### src/rtl/decode_ctrl_if.sv
// ---------------------------------------------------------------------------
// decode_ctrl_if -- signal bundle between the decode stage, its upstream
// instruction source and the execute stage that consumes its E register.
//
//   D side : InstrD, ValidD (to block), ReadyD, ImmSrcD (from block)
//   flow   : FlushE, ReadyE (to block)
//   E side : ValidE, RegWriteE, ResultSrcE, MemWriteE, ALUSrcAE, ALUSrcE,
//            ALUControlE, BranchE, JumpE, JalrE, Funct3E, RdE, IllegalE
//   status : IllegalCount, Halted
//
// modport master : the surrounding pipeline (drives InstrD/ValidD/FlushE/ReadyE)
// modport slave  : decode_ctrl_stage
// ---------------------------------------------------------------------------
interface decode_ctrl_if #(
  parameter int ILL_CNT_W = 8
);
  logic [31:0]          InstrD;
  logic                 ValidD;
  logic                 ReadyD;
  logic                 FlushE;
  logic                 ReadyE;
  logic [2:0]           ImmSrcD;
  logic                 ValidE;
  logic                 RegWriteE;
  logic [1:0]           ResultSrcE;
  logic                 MemWriteE;
  logic                 ALUSrcAE;
  logic                 ALUSrcE;
  logic [3:0]           ALUControlE;
  logic                 BranchE;
  logic                 JumpE;
  logic                 JalrE;
  logic [2:0]           Funct3E;
  logic [4:0]           RdE;
  logic                 IllegalE;
  logic [ILL_CNT_W-1:0] IllegalCount;
  logic                 Halted;

  modport master (
    output InstrD, ValidD, FlushE, ReadyE,
    input  ReadyD, ImmSrcD, ValidE, RegWriteE, ResultSrcE, MemWriteE,
           ALUSrcAE, ALUSrcE, ALUControlE, BranchE, JumpE, JalrE,
           Funct3E, RdE, IllegalE, IllegalCount, Halted
  );

  modport slave (
    input  InstrD, ValidD, FlushE, ReadyE,
    output ReadyD, ImmSrcD, ValidE, RegWriteE, ResultSrcE, MemWriteE,
           ALUSrcAE, ALUSrcE, ALUControlE, BranchE, JumpE, JalrE,
           Funct3E, RdE, IllegalE, IllegalCount, Halted
  );
endinterface

### src/rtl/decode_ctrl_stage.sv
// ---------------------------------------------------------------------------
// decode_ctrl_stage -- RV32I control decode plus the registered D->E boundary.
//
// InstrD is decoded in D; ImmSrcD goes straight to the in-stage immediate
// extender. Execute-stage control is captured into the E register when the
// block accepts an instruction (ValidD && ReadyD). Illegal encodings are
// flagged, have their side-effecting controls suppressed and are counted
// (saturating). With ILL_HALT=1 the block stops accepting after the first
// accepted illegal instruction until reset.
//
// Ports: clk, rst_n (async, active-low) and bus (decode_ctrl_if.slave).
// Parameters:
//   ILL_CNT_W : width of IllegalCount (must match the interface instance)
//   ILL_HALT  : 1 = enter HALT after accepting an illegal instruction
// Build option:
//   M_EXT_EN  : when defined, decode mul/mulh/mulhsu/mulhu (funct7=0000001,
//               funct3 000-011); otherwise every funct7=0000001 is illegal.
// ---------------------------------------------------------------------------
module decode_ctrl_stage #(
  parameter int ILL_CNT_W = 8,
  parameter int ILL_HALT  = 0
) (
  input  logic         clk,
  input  logic         rst_n,
  decode_ctrl_if.slave bus
);

  typedef enum logic [3:0] {
    ALU_ADD    = 4'b0000,
    ALU_SUB    = 4'b0001,
    ALU_AND    = 4'b0010,
    ALU_OR     = 4'b0011,
    ALU_XOR    = 4'b0100,
    ALU_SLT    = 4'b0101,
    ALU_SLTU   = 4'b0110,
    ALU_SLL    = 4'b0111,
    ALU_SRL    = 4'b1000,
    ALU_SRA    = 4'b1001,
    ALU_PASSB  = 4'b1010,
    ALU_MUL    = 4'b1011,
    ALU_MULH   = 4'b1100,
    ALU_MULHSU = 4'b1101,
    ALU_MULHU  = 4'b1110
  } alu_op_e;

  typedef enum logic [2:0] {
    IMM_I = 3'b000,
    IMM_U = 3'b001,
    IMM_S = 3'b010,
    IMM_B = 3'b011,
    IMM_J = 3'b100
  } imm_src_e;

  typedef enum logic {
    ST_RUN  = 1'b0,
    ST_HALT = 1'b1
  } state_e;

  typedef struct packed {
    logic       reg_write;
    logic [1:0] result_src;
    logic       mem_write;
    logic       alu_src_a;
    logic       alu_src;
    alu_op_e    alu_ctrl;
    logic       branch;
    logic       jump;
    logic       jalr;
    logic       illegal;
  } ctrl_t;

  localparam logic [6:0] OP_R     = 7'b0110011;
  localparam logic [6:0] OP_IMM   = 7'b0010011;
  localparam logic [6:0] OP_LOAD  = 7'b0000011;
  localparam logic [6:0] OP_STORE = 7'b0100011;
  localparam logic [6:0] OP_BR    = 7'b1100011;
  localparam logic [6:0] OP_LUI   = 7'b0110111;
  localparam logic [6:0] OP_AUIPC = 7'b0010111;
  localparam logic [6:0] OP_JAL   = 7'b1101111;
  localparam logic [6:0] OP_JALR  = 7'b1100111;

  localparam logic [1:0] RES_MEM = 2'b01;
  localparam logic [1:0] RES_PC4 = 2'b10;

  // Shared funct3 -> ALU op map for R-type and OP-IMM; alt selects sub/sra.
  function automatic alu_op_e alu_base(input logic [2:0] f3, input logic alt);
    case (f3)
      3'b000:  return alt ? ALU_SUB : ALU_ADD;
      3'b001:  return ALU_SLL;
      3'b010:  return ALU_SLT;
      3'b011:  return ALU_SLTU;
      3'b100:  return ALU_XOR;
      3'b101:  return alt ? ALU_SRA : ALU_SRL;
      3'b110:  return ALU_OR;
      default: return ALU_AND;
    endcase
  endfunction

  logic [6:0] opcode;
  logic [2:0] funct3;
  logic [6:0] funct7;
  logic       unused_rs_fields;

  assign opcode           = bus.InstrD[6:0];
  assign funct3           = bus.InstrD[14:12];
  assign funct7           = bus.InstrD[31:25];
  assign unused_rs_fields = ^bus.InstrD[24:15];

  ctrl_t    dec;
  imm_src_e imm_src_d;

  // -------------------------------------------------------------------------
  // D-stage decode
  // -------------------------------------------------------------------------
  always_comb begin
    // NOTE: every output of this block gets a default first so no path
    // leaves a value unassigned (which would infer a latch).
    dec       = '0;
    imm_src_d = IMM_I;

    case (opcode)
      OP_R: begin
        dec.reg_write = 1'b1;
        if (funct7 == 7'b0000000 ||
            (funct7 == 7'b0100000 && (funct3 == 3'b000 || funct3 == 3'b101))) begin
          dec.alu_ctrl = alu_base(funct3, funct7[5]);
        end else if (funct7 == 7'b0000001) begin
`ifdef M_EXT_EN
          case (funct3)
            3'b000:  dec.alu_ctrl = ALU_MUL;
            3'b001:  dec.alu_ctrl = ALU_MULH;
            3'b010:  dec.alu_ctrl = ALU_MULHSU;
            3'b011:  dec.alu_ctrl = ALU_MULHU;
            default: dec.illegal  = 1'b1;  // div/rem not provided
          endcase
`else
          dec.illegal = 1'b1;
`endif
        end else begin
          dec.illegal = 1'b1;
        end
      end

      OP_IMM: begin
        dec.reg_write = 1'b1;
        dec.alu_src   = 1'b1;
        if (funct3 == 3'b001 && funct7 != 7'b0000000) begin
          dec.illegal = 1'b1;
        end else if (funct3 == 3'b101 && funct7 != 7'b0000000 &&
                     funct7 != 7'b0100000) begin
          dec.illegal = 1'b1;
        end else begin
          // Only the right-shift form uses funct7[5]; addi must never become sub.
          dec.alu_ctrl = alu_base(funct3, (funct3 == 3'b101) && funct7[5]);
        end
      end

      OP_LOAD: begin
        dec.reg_write  = 1'b1;
        dec.alu_src    = 1'b1;
        dec.result_src = RES_MEM;
        dec.illegal    = (funct3 == 3'b011) || (funct3 == 3'b110) || (funct3 == 3'b111);
      end

      OP_STORE: begin
        dec.mem_write = 1'b1;
        dec.alu_src   = 1'b1;
        imm_src_d     = IMM_S;
        dec.illegal   = (funct3 > 3'b010);
      end

      OP_BR: begin
        dec.branch   = 1'b1;
        dec.alu_ctrl = ALU_SUB;
        imm_src_d    = IMM_B;
        dec.illegal  = (funct3 == 3'b010) || (funct3 == 3'b011);
      end

      OP_LUI: begin
        dec.reg_write = 1'b1;
        dec.alu_src   = 1'b1;
        dec.alu_ctrl  = ALU_PASSB;
        imm_src_d     = IMM_U;
      end

      OP_AUIPC: begin
        dec.reg_write = 1'b1;
        dec.alu_src_a = 1'b1;
        dec.alu_src   = 1'b1;
        imm_src_d     = IMM_U;
      end

      OP_JAL: begin
        dec.jump       = 1'b1;
        dec.result_src = RES_PC4;
        imm_src_d      = IMM_J;
      end

      OP_JALR: begin
        dec.jump       = 1'b1;
        dec.jalr       = 1'b1;
        dec.result_src = RES_PC4;
        dec.alu_src    = 1'b1;
        dec.illegal    = (funct3 != 3'b000);
      end

      default: dec.illegal = 1'b1;
    endcase

    // An illegal instruction must not change architectural state.
    if (dec.illegal) begin
      dec.reg_write = 1'b0;
      dec.mem_write = 1'b0;
      dec.branch    = 1'b0;
      dec.jump      = 1'b0;
    end
  end

  assign bus.ImmSrcD = imm_src_d;

  // -------------------------------------------------------------------------
  // Handshake
  // -------------------------------------------------------------------------
  state_e state_q;
  logic   halted_q;
  logic   valid_q;
  logic   ready_d;
  logic   accept;

  // A flush in the same cycle blocks acceptance, so a flushed-over
  // instruction is neither consumed nor counted.
  assign ready_d    = (state_q == ST_RUN) && !bus.FlushE && (!valid_q || bus.ReadyE);
  assign accept     = bus.ValidD && ready_d;
  assign bus.ReadyD = ready_d;

  // -------------------------------------------------------------------------
  // D->E register
  // -------------------------------------------------------------------------
  ctrl_t      ctrl_q;
  logic [2:0] funct3_q;
  logic [4:0] rd_q;

  // NOTE: the whole E register is reset, not just ValidE, because the
  // execute stage and observers see all control outputs as 0 out of reset.
  always_ff @(posedge clk or negedge rst_n) begin
    if (!rst_n) begin
      valid_q  <= 1'b0;
      ctrl_q   <= '0;
      funct3_q <= '0;
      rd_q     <= '0;
    end else if (bus.FlushE) begin
      valid_q  <= 1'b0;
      ctrl_q   <= '0;
      funct3_q <= '0;
      rd_q     <= '0;
    end else if (accept) begin
      // NOTE: non-blocking assignments so every register samples the
      // pre-edge values regardless of statement order.
      valid_q  <= 1'b1;
      ctrl_q   <= dec;
      funct3_q <= bus.InstrD[14:12];
      rd_q     <= bus.InstrD[11:7];
    end else if (valid_q && bus.ReadyE) begin
      valid_q  <= 1'b0;  // consumed; control fields hold
    end
  end

  assign bus.ValidE      = valid_q;
  assign bus.RegWriteE   = ctrl_q.reg_write;
  assign bus.ResultSrcE  = ctrl_q.result_src;
  assign bus.MemWriteE   = ctrl_q.mem_write;
  assign bus.ALUSrcAE    = ctrl_q.alu_src_a;
  assign bus.ALUSrcE     = ctrl_q.alu_src;
  assign bus.ALUControlE = ctrl_q.alu_ctrl;
  assign bus.BranchE     = ctrl_q.branch;
  assign bus.JumpE       = ctrl_q.jump;
  assign bus.JalrE       = ctrl_q.jalr;
  assign bus.IllegalE    = ctrl_q.illegal;
  assign bus.Funct3E     = funct3_q;
  assign bus.RdE         = rd_q;

  // -------------------------------------------------------------------------
  // Illegal counter and RUN/HALT state machine
  // -------------------------------------------------------------------------
  logic [ILL_CNT_W-1:0] ill_cnt_q;

  always_ff @(posedge clk or negedge rst_n) begin
    if (!rst_n) begin
      ill_cnt_q <= '0;
      state_q   <= ST_RUN;
      halted_q  <= 1'b0;
    end else if (accept && dec.illegal) begin
      if (ill_cnt_q != '1) begin
        ill_cnt_q <= ill_cnt_q + ILL_CNT_W'(1);
      end
      if (ILL_HALT != 0) begin
        state_q  <= ST_HALT;  // only reset leaves HALT
        halted_q <= 1'b1;
      end
    end
  end

  assign bus.IllegalCount = ill_cnt_q;
  assign bus.Halted       = halted_q;

endmodule
### src/flat_wrapper.sv
// flat-port wrapper written by rule: the top's interface ports become plain ports
module decode_ctrl_stage_flat 
#(
  parameter int ILL_CNT_W = 8,
  parameter int ILL_HALT  = 0
)
  (clk, rst_n, bus_InstrD, bus_ValidD, bus_FlushE, bus_ReadyE, bus_ReadyD, bus_ImmSrcD, bus_ValidE, bus_RegWriteE, bus_ResultSrcE, bus_MemWriteE, bus_ALUSrcAE, bus_ALUSrcE, bus_ALUControlE, bus_BranchE, bus_JumpE, bus_JalrE, bus_Funct3E, bus_RdE, bus_IllegalE, bus_IllegalCount, bus_Halted);
  decode_ctrl_if #(.ILL_CNT_W(ILL_CNT_W)) bus_i ();
  input  logic clk;
  input  logic rst_n;
  input wire logic [$bits(bus_i.InstrD)-1:0] bus_InstrD;
  input wire logic [$bits(bus_i.ValidD)-1:0] bus_ValidD;
  input wire logic [$bits(bus_i.FlushE)-1:0] bus_FlushE;
  input wire logic [$bits(bus_i.ReadyE)-1:0] bus_ReadyE;
  output wire logic [$bits(bus_i.ReadyD)-1:0] bus_ReadyD;
  output wire logic [$bits(bus_i.ImmSrcD)-1:0] bus_ImmSrcD;
  output wire logic [$bits(bus_i.ValidE)-1:0] bus_ValidE;
  output wire logic [$bits(bus_i.RegWriteE)-1:0] bus_RegWriteE;
  output wire logic [$bits(bus_i.ResultSrcE)-1:0] bus_ResultSrcE;
  output wire logic [$bits(bus_i.MemWriteE)-1:0] bus_MemWriteE;
  output wire logic [$bits(bus_i.ALUSrcAE)-1:0] bus_ALUSrcAE;
  output wire logic [$bits(bus_i.ALUSrcE)-1:0] bus_ALUSrcE;
  output wire logic [$bits(bus_i.ALUControlE)-1:0] bus_ALUControlE;
  output wire logic [$bits(bus_i.BranchE)-1:0] bus_BranchE;
  output wire logic [$bits(bus_i.JumpE)-1:0] bus_JumpE;
  output wire logic [$bits(bus_i.JalrE)-1:0] bus_JalrE;
  output wire logic [$bits(bus_i.Funct3E)-1:0] bus_Funct3E;
  output wire logic [$bits(bus_i.RdE)-1:0] bus_RdE;
  output wire logic [$bits(bus_i.IllegalE)-1:0] bus_IllegalE;
  output wire logic [$bits(bus_i.IllegalCount)-1:0] bus_IllegalCount;
  output wire logic [$bits(bus_i.Halted)-1:0] bus_Halted;
  assign bus_i.InstrD = bus_InstrD;
  assign bus_i.ValidD = bus_ValidD;
  assign bus_i.FlushE = bus_FlushE;
  assign bus_i.ReadyE = bus_ReadyE;
  assign bus_ReadyD = bus_i.ReadyD;
  assign bus_ImmSrcD = bus_i.ImmSrcD;
  assign bus_ValidE = bus_i.ValidE;
  assign bus_RegWriteE = bus_i.RegWriteE;
  assign bus_ResultSrcE = bus_i.ResultSrcE;
  assign bus_MemWriteE = bus_i.MemWriteE;
  assign bus_ALUSrcAE = bus_i.ALUSrcAE;
  assign bus_ALUSrcE = bus_i.ALUSrcE;
  assign bus_ALUControlE = bus_i.ALUControlE;
  assign bus_BranchE = bus_i.BranchE;
  assign bus_JumpE = bus_i.JumpE;
  assign bus_JalrE = bus_i.JalrE;
  assign bus_Funct3E = bus_i.Funct3E;
  assign bus_RdE = bus_i.RdE;
  assign bus_IllegalE = bus_i.IllegalE;
  assign bus_IllegalCount = bus_i.IllegalCount;
  assign bus_Halted = bus_i.Halted;
  decode_ctrl_stage #(.ILL_CNT_W(ILL_CNT_W), .ILL_HALT(ILL_HALT)) u_core (.clk(clk), .rst_n(rst_n), .bus(bus_i));
endmodule
### config.mk
export PLATFORM = sky130hd
export DESIGN_NAME = decode_ctrl_stage_flat
export DESIGN_NICKNAME = d
export VERILOG_FILES = /design/src/rtl/decode_ctrl_if.sv /design/src/rtl/decode_ctrl_stage.sv /design/src/flat_wrapper.sv
export SDC_FILE = /design/constraint.sdc
export NUM_CORES = 1
export LEC_CHECK = 0
export CAP_MARGIN = 20
export CORE_ASPECT_RATIO = 1.5
export CORE_MARGIN = 5
export CORE_UTILIZATION = 31
export CTS_CLUSTER_SIZE = 25
export DETAILED_ROUTE_END_ITERATION = 7
export PLACE_DENSITY_LB_ADDON = 0.05
export SETUP_SLACK_MARGIN = 0.2
export SLEW_MARGIN = 10
export SYNTH_ARGS = -nofsm -noshare
export SYNTH_HDL_FRONTEND = slang
export SYNTH_SLANG_ARGS = --single-unit
### constraint.sdc
create_clock -name clk -period 0.8 [get_ports clk]
set_clock_uncertainty 0.05 [all_clocks]
set_input_delay 0.08 -clock clk [delete_from_list [all_inputs] [get_ports clk]]
set_output_delay 0.08 -clock clk [all_outputs]
set_load 0.03 [all_outputs]
==> metrics.md, run 1 <==
| Metric | Value |
|---|---|
| Status | `finished with violations` |
| Failing checks | `negative setup slack` |
| Sequential share of the synthesized area | `between 60% and 70%` |
| Vias in the first global route | `between 600 and 700` |
| Synth cell types | `13` |
| Worst setup EP type | `primary output` |
| Final period utilization | `118.6%` |
| H-tree depth | `1` |
| RR Startpoint | `u_core.bus.MemWriteE` |
| Max frequency | `between 1000 and 1500 MHz` |
| CP Buf/Inv Count | `1` |
| Pin count of the biggest net entering global routing | `23` |
| Max_cap viols | `0` |
| Die width | `52.56 um` |
| Final cell count without fillers | `150` |
| Hold Path Class | `primary input to asynchronous set/reset pin` |
| Syn Std Cell Area | `842.1 sq um` |
| Final Net Count | `151` |
| Final Max Tran Viols | `0` |
| CP startpoint | `u_core.bus.ResultSrcE[0]` |
| WP data arrival | `between 0.8 and 0.9 ns` |
| Most frequent cells in the layout | `33 x buf_6, 22 x dfrtp_2, 15 x nor2b_4` |
| Initial core utilization | `a little under a third` |
| Setup ws final | `-0.1489 ns` |
| Grt ovf | `0` |
| Clock root cell | `clkbuf_8` |
| CTS tree | `built` |
| DRC | `0` |
| Die height | `between 70 and 80 um` |
| Most common library cell in the layout ignoring fill and taps | `buf_6` |
| Fin. Hold Viols | `0` |
| Clock buffer depth | `2` |
| Total power | `2425 uW` |
| Area grow syn2layout | `98.96%` |
| Fill count | `229` |
| Syn. warnings | `2` |
| TNS Setup | `-3.259 ns` |
| Worst-Skew Late Latency | `approximately 0.26 ns` |
| First-pass GRT wire length | `between 3000 and 4000 um` |
| Overall global routing resource usage | `between 10 and 15%` |
| Placed cell count | `140` |
| Max VDD drop | `about 1.4 mV` |
| CP Depth | `1` |
| First DRT Iteration DRCs | `6` |
| Min cycle time layout | `around 0.95 ns` |
| Delay-heaviest family, CP | `flip-flops` |
| Antenna Nets Post-Route | `0` |
| PortBufs | `34` |
| Vias per cell | `about 4.0` |
| Initial antenna violation count | `0` |
| Worst R2R End | `u_core.bus.MemWriteE` |
| Critical path's slowest cell | `dfrtp_2` |
| Worst path required time | `about 0.67 ns` |
| RSZ-0062 raised after global routing | `yes` |
| Worst Path Max Fanout | `2` |
| Clock-pin slew on the worst setup and hold paths | `approximately 0.08 ns` |
| Total Wirelength | `~1900 um` |
| Num rows | `23` |
| Gpl congestion | `about 0.62` |
| Worst reg-to-reg setup slack | `-0.12 ns` |
| Max incr delay on CP | `0.42 ns` |
| Leak | `roughly 0.00073 uW` |
| Clk sinks | `22` |
| CP Cell Sequence | `buf_6` |
| Crit Path Category | `flip-flop to primary output` |
| Mapped Cells | `66` |
| Placed wire-length estimate | `1337 um` |
| Fraction of layout cells with a size suffix above 1 | `between 80% and 90%` |
| IO Pins | `73` |
| Core area | `roughly 2600 sq um` |
| N_diodes | `0` |
| Routed wire length per instance | `between 10 and 15 um` |
| Final Setup Violations | `25` |
| Pwr/cell area | `1447 nW/um^2` |
| Num CTS Buffers | `3` |
| Final hold slack | `a little over 0.1 ns` |
| Pre-CTS setup slack | `-0.5919 ns` |
| Startpoint types | `flip-flop` |
| Avg Cell Area, Syn | `12.76 sq um` |
| DR pass1 iterations | `2` |
| Vias | `approximately 600` |
| Die Area | `roughly 3900 sq um` |
| Reg2Reg Depth | `3` |
| Synth Register Bits | `22` |
## Yosys cell counts
cell / instances / area share (%)
nand2_1: 1 / 0.45
nand4bb_1: 1 / 1.3
buf_4: 11 / 9.8
nor4_1: 1 / 0.74
a211oi_2: 1 / 1.5
buf_2: 2 / 1.2
nand2b_1: 1 / 0.74
nor2b_1: 22 / 16
conb_1: 1 / 0.45
nor3_1: 1 / 0.59
nand3_1: 1 / 0.59
dfrtp_1: 22 / 65
nand3b_1: 1 / 0.89
## how the worst max path moves through the flow
stage	end	slack, ns
after detailed placement	bus_ImmSrcD[0]	-0.59
after floorplan	bus_ImmSrcD[0]	-0.01
after CTS	bus_MemWriteE	-0.15
after global routing	bus_ResultSrcE[1]	-0.18
final	bus_ResultSrcE[0]	-0.15
after global placement	bus_ImmSrcD[0]	-0.57
## state kept, by name, indices dropped and copies added (netlist names)
signal	count
u_core.bus.JalrE	1
u_core.bus.RegWriteE	1
u_core.bus.RdE	5
u_core.bus.ResultSrcE	2
u_core.bus.ALUSrcE	1
u_core.bus.BranchE	1
u_core.bus.MemWriteE	1
u_core.bus.JumpE	1
u_core.bus.ALUControlE	4
u_core.bus.ALUSrcAE	1
u_core.bus.IllegalE	1
u_core.bus.Funct3E	3
## stage by stage
| step | util (%) | instance area [sq um] |
|---|---|---|
| floorplan | - | 977.2 |
| global placement | 48.30 | 1279 |
| detailed placement | 48.30 | 1279 |
| CTS | 58.32 | 1544 |
| global route | 63.28 | 1675 |
| finish | 63.28 | 1675 |
## per-layer routing
metal | GRT usage (%) | vias to the layer above | routed length [um]
met2 | 18.65 | 24 | 1076
met5 | 0 | - | 0
li1 | - | 276 | -
met4 | 4.261 | 0 | 19
met1 | 12.60 | 299 | 694
met3 | 3.043 | 2 | 129
## where the power goes
group,switching (uW),internal [uW]
clock network,329,667
logic,185,133
registers,0,1110
total,514,1910
## worst reg2reg max path, stage by stage (launching register included)
cell and delay (ns):
dfrtp_2 0.42, buf_4 0.13, buf_6 0.10, nor2b_4 0.11
## repair_timing
item / in CTS / in global routing
pin swaps: 5 / 2
hold buffers: 0 / 0
setup buffers: 3 / 2
setup endpoints to repair: 47 / 47
gates resized for setup: 68 / 26
gates cloned: 1 / 0
## final cells by class
| class | instances | area (sq um) | share of cell area [%] |
|---|---|---|---|
| Timing Repair Buffer | 46 | 553.0 | 33.01 |
| Multi-Input combinational cell | 41 | 426.7 | 25.47 |
| Sequential cell | 22 | 578.1 | 34.50 |
| Clock inverter | 1 | 30.03 | 1.792 |
| Tap cell | 37 | 46.29 | 2.763 |
| Clock buffer | 3 | 41.29 | 2.465 |
## kinds of logic (layout without fill, tap and decap cells)
family,Yosys count,in the layout,synth area share [%]
DFF,22,22,65.38
AOI/OAI and AO/OA,1,1,1.486
buffers and inverters,13,50,11.00
and+or+nand+nor,29,29,21.69
other,1,11,0.4453
(Power assumes the default switching activity.)
==> run 2: changes to the inputs <==
--- a/config.mk
+++ b/config.mk
@@ -7,8 +7,8 @@
 export LEC_CHECK = 0
 export CAP_MARGIN = 20
 export CORE_ASPECT_RATIO = 1.5
-export CORE_MARGIN = 5
 export CORE_UTILIZATION = 31
+export CTS_BUF_LIST = sky130_fd_sc_hd__clkbuf_16
 export CTS_CLUSTER_SIZE = 25
 export DETAILED_ROUTE_END_ITERATION = 7
 export PLACE_DENSITY_LB_ADDON = 0.05
==> run 2 against run 1 <==
Flip-flop and latch count is the same; register-to-register slack gained 0.12 ns; die area decreased by 24%; fmax increased by 0.39%; final cell count is 0.67% lower; critical path depth unchanged; the flow still finishes with violations (negative setup slack); via count is 0.67% lower; wire length shrank 7.1%; count of clock-buffer cells in the layout is the same; clock power grew 38%; largest power group is now the clock network; global-route usage up 2.8 points.
==> metrics.md, run 2 (synthesized netlist as in run 1, its figures left out) <==
| Metric | Value |
|---|---|
| Max_cap viols | `0` |
| Worst R2R End | `u_core.bus.JalrE` |
| Routed wire length per instance | `around 12 um` |
| Final Max Tran Viols | `0` |
| H-tree depth | `1` |
| RR Startpoint | `u_core.bus.JalrE` |
| Antenna Nets Post-Route | `0` |
| Num rows | `22` |
| Die height | `roughly 66 um` |
| Pin count of the biggest net entering global routing | `23` |
| Core area | `2505 sq um` |
| Die Area | `between 2000 and 3000 sq um` |
| Worst-Skew Late Latency | `between 0.2 and 0.3 ns` |
| Vias per cell | `4.007` |
| Placed cell count | `140` |
| N_diodes | `0` |
| RSZ-0062 raised after global routing | `yes` |
| Initial core utilization | `33.62%` |
| Num CTS Buffers | `3` |
| Fraction of layout cells with a size suffix above 1 | `about four fifths` |
| IO Pins | `between 70 and 80` |
| Gpl congestion | `0.5958` |
| Delay-heaviest family, CP | `flip-flops` |
| Crit Path Category | `flip-flop to primary output` |
| Placed wire-length estimate | `roughly 1200 um` |
| PortBufs | `34` |
| Clk sinks | `22` |
| DR WL met3 | `between 100 and 150 um` |
| Most common library cell in the layout ignoring fill and taps | `buf_6` |
| Startpoint types | `flip-flop` |
| Setup ws final | `-0.1453 ns` |
| Overall global routing resource usage | `about 14%` |
| Worst path required time | `approximately 0.67 ns` |
| Total Wirelength | `roughly 1800 um` |
| WP data arrival | `slightly above 0.8 ns` |
| Final cell count without fillers | `about 150` |
| First-pass GRT wire length | `between 2000 and 3000 um` |
| Final hold slack | `0.1158 ns` |
| Failing checks | `negative setup slack` |
| Clock root cell | `clkbuf_16` |
| DR pass1 iterations | `2` |
| Hold Path Class | `primary input to asynchronous set/reset pin` |
| Vias | `just under 600` |
| Met2 routed WL | `approximately 1000 um` |
| Metal-1 WL | `slightly above 600 um` |
| Leak | `0.0007411 uW` |
| Initial antenna violation count | `0` |
| Fin. Hold Viols | `0` |
| DRC | `0` |
| Worst setup EP type | `primary output` |
| Min cycle time layout | `between 0.9 and 1 ns` |
| Reg2Reg Depth | `2` |
| Vias in the first global route | `611` |
| Grt ovf | `0` |
| Worst Path Max Fanout | `2` |
| Clock-pin slew on the worst setup and hold paths | `around 0.060 ns` |
| Most frequent cells in the layout | `35 x buf_6, 22 x dfrtp_2, 15 x nor2b_4` |
| Max reg flops | `5` |
| Max VDD drop | `1.516 mV` |
| Status | `finished with violations` |
| Hold buffers post-CTS | `0` |
| Max incr delay on CP | `between 0.4 and 0.5 ns` |
| Clock buffer depth | `2` |
| Max frequency | `between 1000 and 1500 MHz` |
| CP Cell Sequence | `buf_6` |
| CP startpoint | `u_core.bus.ALUSrcE` |
| Area grow syn2layout | `101.0%` |
| Final Setup Violations | `25` |
| Final period utilization | `118.2%` |
| First DRT Iteration DRCs | `2` |
| CTS tree | `built` |
| DR top layer | `met4` |
| Final Net Count | `about 150` |
| Critical path's slowest cell | `dfrtp_2` |
| Worst reg-to-reg setup slack | `0 ns` |
| Die width | `44.56 um` |
| Pwr/cell area | `between 1500 and 2000 nW/um^2` |
| CP Buf/Inv Count | `1` |
==> run 2: cell type report <==
| cell class | count | area, sq um |
|---|---|---|
| Multi-Input combinational cell | 41 | 419.2 |
| Clock inverter | 1 | 30.03 |
| Clock buffer | 3 | 75.07 |
| Fill cell | 177 | 812.0 |
| Timing Repair Buffer | 46 | 545.5 |
| Sequential cell | 22 | 578.1 |
| Tap cell | 36 | 45.04 |
==> run 2: per-layer routing <==
layer	vias up	global-route usage, %
met4	0	7.955
met2	25	23.16
met3	2	3.279
met5	-	0
met1	293	15.08
li1	277	-
==> run 2: how the worst max path moves through the flow <==
stage               depth (start not counted)             end
CTS                                         4  bus_ImmSrcD[0]
global placement                            4  bus_ImmSrcD[0]
floorplan                                   2  bus_ImmSrcD[0]
detailed placement                          4  bus_ImmSrcD[0]
global route                                4  bus_ImmSrcD[0]
finish                                      1     bus_ALUSrcE
==> run 2: what timing repair did <==
action                     4_1_cts  5_1_grt
gates cloned                     1        0
buffers inserted                 0        4
pin swaps                        4        3
hold endpoints to repair         0        0
setup endpoints to repair       47       47
gates resized for setup         62       33
==> run 2: through the flow <==
stage               setup slack [ns]  TNS (ns)  cell area [sq um]  util, %  power (uW)
floorplan                   -0.01378  -0.01378              977.2        -        1291
finish                       -0.1453    -2.951               1693    67.58        2784
global route                 -0.1639    -3.468               1693    67.58        2869
global placement             -0.5343    -5.343               1285    51.30        1380
CTS                          -0.1625    -3.084               1516    60.54        2774
detailed placement           -0.5713    -5.564               1285    51.30        1383
==> run 2: where the power goes <==
group	total [uW]	switching (uW)	internal [uW]
Combinational	305	178	127
Sequential	1110	0	1110
Clock	1370	374	992
Total	2780	553	2230
